`config.mk`:
```
export PLATFORM = sky130hd
export DESIGN_NAME = mem_bus_arbiter
export DESIGN_NICKNAME = d
export VERILOG_FILES = /design/src/rtl/mem_bus_arbiter_pkg.sv /design/src/rtl/mem_bus_arbiter.sv
export SDC_FILE = /design/constraint.sdc
export NUM_CORES = 1
export LEC_CHECK = 0
export BUFFER_PORTS_ARGS = -buffer_cell sky130_fd_sc_hd__buf_2
export CAP_MARGIN = 20
export CORE_UTILIZATION = 47
export DETAILED_ROUTE_END_ITERATION = 7
export PLACE_DENSITY = 0.81
export SLEW_MARGIN = 20
export SYNTH_ARGS = -nofsm -noshare
export SYNTH_HDL_FRONTEND = slang
export SYNTH_SLANG_ARGS = --single-unit
```
`constraint.sdc`:
```
create_clock -name clk -period 5.7 [get_ports clk]
set_clock_uncertainty 0.1 [all_clocks]
set_input_delay 0.285 -clock clk [delete_from_list [all_inputs] [get_ports clk]]
set_output_delay 0.285 -clock clk [all_outputs]
set_load 0.01 [all_outputs]
```
`src/rtl/mem_bus_arbiter_pkg.sv`:
```
// mem_bus_arbiter_pkg: arbiter FSM states and pipeline stall vector constants.
package mem_bus_arbiter_pkg;
  typedef enum logic [1:0] {IDLE, DATA_BUSY, IF_BUSY, DONE} state_e;
  localparam logic [5:0] STALL_NONE = 6'b000000;
  localparam logic [5:0] STALL_IF   = 6'b000111;
  localparam logic [5:0] STALL_MEM  = 6'b011111;
endpackage

```
`src/rtl/mem_bus_arbiter.sv`:
```
// mem_bus_arbiter: shares one Wishbone bus between fetch and data ports, data first.
// Optional bus watchdog enabled by defining BUS_TIMEOUT_EN.
module mem_bus_arbiter
  import mem_bus_arbiter_pkg::*;
#(
  parameter int ADDR_W         = 32,
  parameter int DATA_W         = 32,
  parameter int TIMEOUT_CYCLES = 255
) (
  input  logic              clk,
  input  logic              rst,
  input  logic              if_req_i,
  input  logic [ADDR_W-1:0] if_addr_i,
  input  logic              if_flush_i,
  output logic [DATA_W-1:0] if_rdata_o,
  output logic              if_done_o,
  input  logic              data_req_i,
  input  logic              data_we_i,
  input  logic [ADDR_W-1:0] data_addr_i,
  input  logic [DATA_W-1:0] data_wdata_i,
  input  logic [3:0]        data_sel_i,
  output logic [DATA_W-1:0] data_rdata_o,
  output logic              data_done_o,
  output logic              data_err_o,
  output logic              bus_cyc_o,
  output logic              bus_stb_o,
  output logic              bus_we_o,
  output logic [ADDR_W-1:0] bus_addr_o,
  output logic [DATA_W-1:0] bus_wdata_o,
  output logic [3:0]        bus_sel_o,
  input  logic [DATA_W-1:0] bus_rdata_i,
  input  logic              bus_ack_i,
  output logic [5:0]        stall_o
);
  state_e            state_q, state_d;
  logic              own_data_q, own_data_d, flush_q, flush_d, err_q, err_d;
  logic              cyc_q, cyc_d, we_q, we_d;
  logic [ADDR_W-1:0] addr_q, addr_d;
  logic [DATA_W-1:0] wdata_q, wdata_d, if_rdata_q, if_rdata_d, data_rdata_q, data_rdata_d;
  logic [3:0]        sel_q, sel_d;
  logic              busy, tmo;
  assign busy = (state_q == DATA_BUSY) || (state_q == IF_BUSY);
`ifdef BUS_TIMEOUT_EN
  localparam int CNT_W = $clog2(TIMEOUT_CYCLES + 1);
  logic [CNT_W-1:0] cnt_q;
  assign tmo = busy && (cnt_q == CNT_W'(TIMEOUT_CYCLES - 1));
  always_ff @(posedge clk or posedge rst)
    if (rst) cnt_q <= '0;
    else     cnt_q <= busy ? cnt_q + 1'b1 : '0;
`else
  assign tmo = 1'b0;
`endif
  always_comb begin
    state_d      = state_q;
    own_data_d   = own_data_q;
    flush_d      = flush_q;
    err_d        = err_q;
    cyc_d        = cyc_q;
    we_d         = we_q;
    addr_d       = addr_q;
    wdata_d      = wdata_q;
    sel_d        = sel_q;
    if_rdata_d   = if_rdata_q;
    data_rdata_d = data_rdata_q;
    case (state_q)
      IDLE: begin
        flush_d = 1'b0;
        err_d   = 1'b0;
        if (data_req_i) begin
          state_d    = DATA_BUSY;
          own_data_d = 1'b1;
          cyc_d      = 1'b1;
          we_d       = data_we_i;
          addr_d     = data_addr_i;
          wdata_d    = data_wdata_i;
          sel_d      = data_sel_i;
        end else if (if_req_i && !if_flush_i) begin
          state_d    = IF_BUSY;
          own_data_d = 1'b0;
          cyc_d      = 1'b1;
          we_d       = 1'b0;
          addr_d     = if_addr_i;
          wdata_d    = '0;
          sel_d      = 4'hF;
        end
      end
      DATA_BUSY, IF_BUSY: begin
        flush_d = flush_q | ((state_q == IF_BUSY) & if_flush_i);
        if (bus_ack_i || tmo) begin
          state_d = DONE;
          cyc_d   = 1'b0;
          we_d    = 1'b0;
          addr_d  = '0;
          wdata_d = '0;
          sel_d   = '0;
          err_d   = !bus_ack_i;
          // a timed-out fetch returns a NOP; a timed-out data read keeps old data
          if (own_data_q) data_rdata_d = bus_ack_i ? bus_rdata_i : data_rdata_q;
          else            if_rdata_d   = bus_ack_i ? bus_rdata_i : '0;
        end
      end
      default: state_d = IDLE;
    endcase
  end
  always_ff @(posedge clk or posedge rst)
    if (rst) begin
      state_q      <= IDLE;
      own_data_q   <= 1'b0;
      flush_q      <= 1'b0;
      err_q        <= 1'b0;
      cyc_q        <= 1'b0;
      we_q         <= 1'b0;
      addr_q       <= '0;
      wdata_q      <= '0;
      sel_q        <= '0;
      if_rdata_q   <= '0;
      data_rdata_q <= '0;
    end else begin
      state_q      <= state_d;
      own_data_q   <= own_data_d;
      flush_q      <= flush_d;
      err_q        <= err_d;
      cyc_q        <= cyc_d;
      we_q         <= we_d;
      addr_q       <= addr_d;
      wdata_q      <= wdata_d;
      sel_q        <= sel_d;
      if_rdata_q   <= if_rdata_d;
      data_rdata_q <= data_rdata_d;
    end
  assign bus_cyc_o    = cyc_q;
  assign bus_stb_o    = cyc_q;
  assign bus_we_o     = we_q;
  assign bus_addr_o   = addr_q;
  assign bus_wdata_o  = wdata_q;
  assign bus_sel_o    = sel_q;
  assign if_rdata_o   = if_rdata_q;
  assign data_rdata_o = data_rdata_q;
  assign data_done_o  = (state_q == DONE) && own_data_q;
  assign if_done_o    = (state_q == DONE) && !own_data_q && !flush_q;
`ifdef BUS_TIMEOUT_EN
  assign data_err_o   = data_done_o && err_q;
`else
  assign data_err_o   = 1'b0;
`endif
  // reset forces the stall vector low even while requests are still held
  assign stall_o = rst ? STALL_NONE :
                   (data_req_i && !data_done_o) ? STALL_MEM :
                   (if_req_i && !if_done_o && !if_flush_i) ? STALL_IF : STALL_NONE;
endmodule

```
==> impl_metrics.env <==
export IMPL_run_status="finished, final reports clean"
export IMPL_drv_slew=0
export IMPL_place_hpwl_mm=10.46
export IMPL_max_slew_margin_rel=0.3376
export IMPL_post_synth_num_cell_types=26
export IMPL_first_iter_violations=160
export IMPL_die_area_mm2=0.01332
export IMPL_clk_latency_ps=410
export IMPL_fillCellCount=972
export IMPL_synth_largest_type_area_fraction=0.5711
export IMPL_critical_path_class="reg2reg"
export IMPL_clk_pin_slew_ps=60
export IMPL_max_stage_delay_ps=610
export IMPL_syn_cell_area_mm2=0.006047
export IMPL_multi_input_comb_area_mm2=0.002292
export IMPL_root_buf_cell="clkbuf_16"
export IMPL_period_minus_slack_ps=2721
export IMPL_timing_critical_path_mode_cell="buf_4"
export IMPL_post_route_period_util=0.4774
export IMPL_endpoint_kind="flip-flop"
export IMPL_numCtsBuffers=17
export IMPL_worst_slew_pin_transition_ps=993.5
export IMPL_worst_hold_slack_ps=17.69
export IMPL_tritoncts="yes"
export IMPL_p_per_area_mw_per_mm2=622.1
export IMPL_timing_fmax_ghz=0.3675
export IMPL_number_of_antenna_violations_at_the_first_check_in_global_routing=0
export IMPL_syn_area_per_cell_um2=12.55
export IMPL_setup_violations=0
export IMPL_core_region_area_mm2=0.01257
export IMPL_first_pass_grt_wire_length_mm=23.12
export IMPL_clock_sink_count=138
export IMPL_leakagePower_nw=4.445
export IMPL_nNetsFinal=910
export IMPL_pin_count_of_the_biggest_net_entering_global_routing=78
export IMPL_arrival_ps=2910
export IMPL_synth_largest_area_cell="dfrtp_1"
export IMPL_initial_core_utilization=0.4811
export IMPL_crit_slowest_cell="buf_4"
export IMPL_antenna_cells_inserted=0
export IMPL_critical_path_cell_chain="inv_1, ha_1, buf_4, nor2b_1, a211oi_4, buf_4, mux2_1"
export IMPL_cts_root_to_sink_buffers=2
export IMPL_global_route_overflow_total=0
export IMPL_area_delta_synth_final_pct=38.07
export IMPL_first_global_vias=4902
export IMPL_yosys_most_used_dff="dfrtp_1"
export IMPL_synth_edff_count=0
export IMPL_gp_congestion=0.7322
export IMPL_start_kind="flip-flop"
export IMPL_data_required_time_at_the_worst_endpoint_ps=5890
export IMPL_synth_top_family_by_area="multiplexers"
export IMPL_synth_area_leaders="dfrtp_1 (57%), mux2_2 (12%), mux2i_1 (11%)"
export IMPL_synth_instances=482
export IMPL_compound_gate_portion_of_the_synthesized_area=0.01448
export IMPL_port_buffer_count=280
export IMPL_top_level_ports=283
export IMPL_hold_class="in2reg"
export IMPL_ys_ff_latch=138
export IMPL_detail_route_first_pass_iterations=4
export IMPL_maxCapViolCount=0
export IMPL_cts_max_level=4
export IMPL_fp_dieH_um=115.4
export IMPL_final_layout_size_suffix_gt1_frac=0.4885
export IMPL_drc=0
export IMPL_cts_post_setup_buffers_inserted=0
export IMPL_yosys_area_share_adder=0.006207
export IMPL_via_count=4655
export IMPL_finalHoldViolations=0
export IMPL_route_detailed_wl_per_inst_um=15.85
export IMPL_total_global_route_track_usage=0.2299
export IMPL_setup_repair_after_global_routing_missed_its_margin="false"
export IMPL_timing_setup_tns_ps=0
export IMPL_antenna_violating_nets_post_route=0
export IMPL_cp_max_fo=48
export IMPL_sequential_element_share_of_the_synthesized_area=0.5711
export IMPL_synth_xor_area_frac=0
export IMPL_synthMuxAreaShare=0.2957
export IMPL_synthArstFlopShare=1.000
export IMPL_synthSimpleGateAreaFrac=0.05897
export IMPL_routed_via_count_divided_by_cell_count=4.890
export IMPL_dieWidth_um=115.4
export IMPL_vdd_ir_drop_worst_uv=316.2
export IMPL_synthesis_yosys_warnings=0
export IMPL_synthTopCellsByCount="dfrtp_1 (138), mux2i_1 (65), mux2_2 (64), inv_1 (40), nand2_1 (38)"
export IMPL_synthMostInstantiatedCell="dfrtp_1"
export IMPL_regArea_mm2=0.003453
export IMPL_placement_rows=41
export IMPL_detail_route_wirelength_mm=15.09
-- placed cells by master (no fill, tap or decap), drive strengths merged, types with 2 or more instances in the layout --
master       count
dlygate4sd3     15
dfrtp          138
nor2b            5
clkinvlp         2
nand2           38
buf            285
clkbuf          21
nand2b           3
inv             41
bufinv           5
nor2            37
mux2           101
ha               3
conb             2
a21oi            7
clkinv           2
mux2i           65
-- logic make-up after synthesis --
group	count (synthesis)
and+or+nand+nor	87
adders and majority gates	3
muxes	166
DFF	138
buffers and inverters	74
other	1
AOI/OAI and AO/OA	13
-- state kept, by name, indices dropped and copies added (netlist names) --
name,flops
bus_addr_o,32
bus_wdata_o,32
data_rdata_o,32
if_rdata_o,32
bus_sel_o,4
state_q,2
bus_cyc_o,1
bus_we_o,1
flush_q,1
own_data_q,1
-- metal layers --
metal  vias up  track usage  wire (µm)
met5         -            0          0
met4         0       0.1264        450
met3        33      0.05544        844
met2       174       0.4208       8079
met1      2279       0.2427       5715
li1       2169            -          -
-- stage by stage --
step / setup slack [ps] / instance area [µm²] / power [mW] / std cells / utilization
floorplan: 1619 / 6051 / 3.210 / 483 / -
global placement: 2877 / 7550 / 3.890 / 906 / 0.6007
detailed placement: 2764 / 7555 / 4.021 / 906 / 0.6011
CTS: 2956 / 8347 / 5.237 / 952 / 0.6641
global route: 2811 / 8349 / 5.519 / 952 / 0.6643
finish: 2979 / 8349 / 5.194 / 952 / 0.6643
-- where the power goes --
group / leakage, nW / internal, mW / switching (mW)
clock: 0.304 / 0.788 / 0.400
combinational: 2.42 / 1.08 / 1.22
sequential: 1.72 / 1.47 / 0.241
-- cell type report --
| cell class | count | share of cell area |
|---|---|---|
| Sequential cell | 138 | 0.4136 |
| Clock buffer | 21 | 0.05395 |
| Tap cell | 172 | 0.02578 |
| Inverter | 40 | 0.01858 |
| Clock inverter | 10 | 0.02293 |
| Multi-Input combinational cell | 271 | 0.2745 |
| Timing Repair Buffer | 300 | 0.1906 |
-- critical path: cells and delay by family (launching register included) --
family	cells	cell delay (ps)
flip-flops	1	370
multiplexers	1	400
buffers and inverters	3	970
AND/OR/NAND/NOR	1	240
AO/OA/AOI/OAI	1	220
adder cells (fa/ha/maj)	1	290
-- repair_timing --
| action | in CTS | in global routing |
|---|---|---|
| gates resized for setup | 0 | 0 |
| hold buffers | 15 | 0 |
| endpoints found under the hold margin | 76 | 0 |
-- path summary, 6_finish.rpt --
check | startpoint | to | slack, ps | depth (start not counted)
setup / recovery | state_q[0] | bus_addr_o[19] | 2980 | 7
min in group asynchronous | rst | data_rdata_o[13] | 400 | 3
hold reg to reg | bus_addr_o[14] | bus_addr_o[14] | 380 | 1
max in group asynchronous | rst | if_rdata_o[8] | 3650 | 4
setup reg to reg | state_q[0] | bus_addr_o[19] | 2980 | 7
hold / removal | data_wdata_i[21] | bus_wdata_o[21] | 20 | 3
No activity file was read; power rests on OpenSTA's default activity.
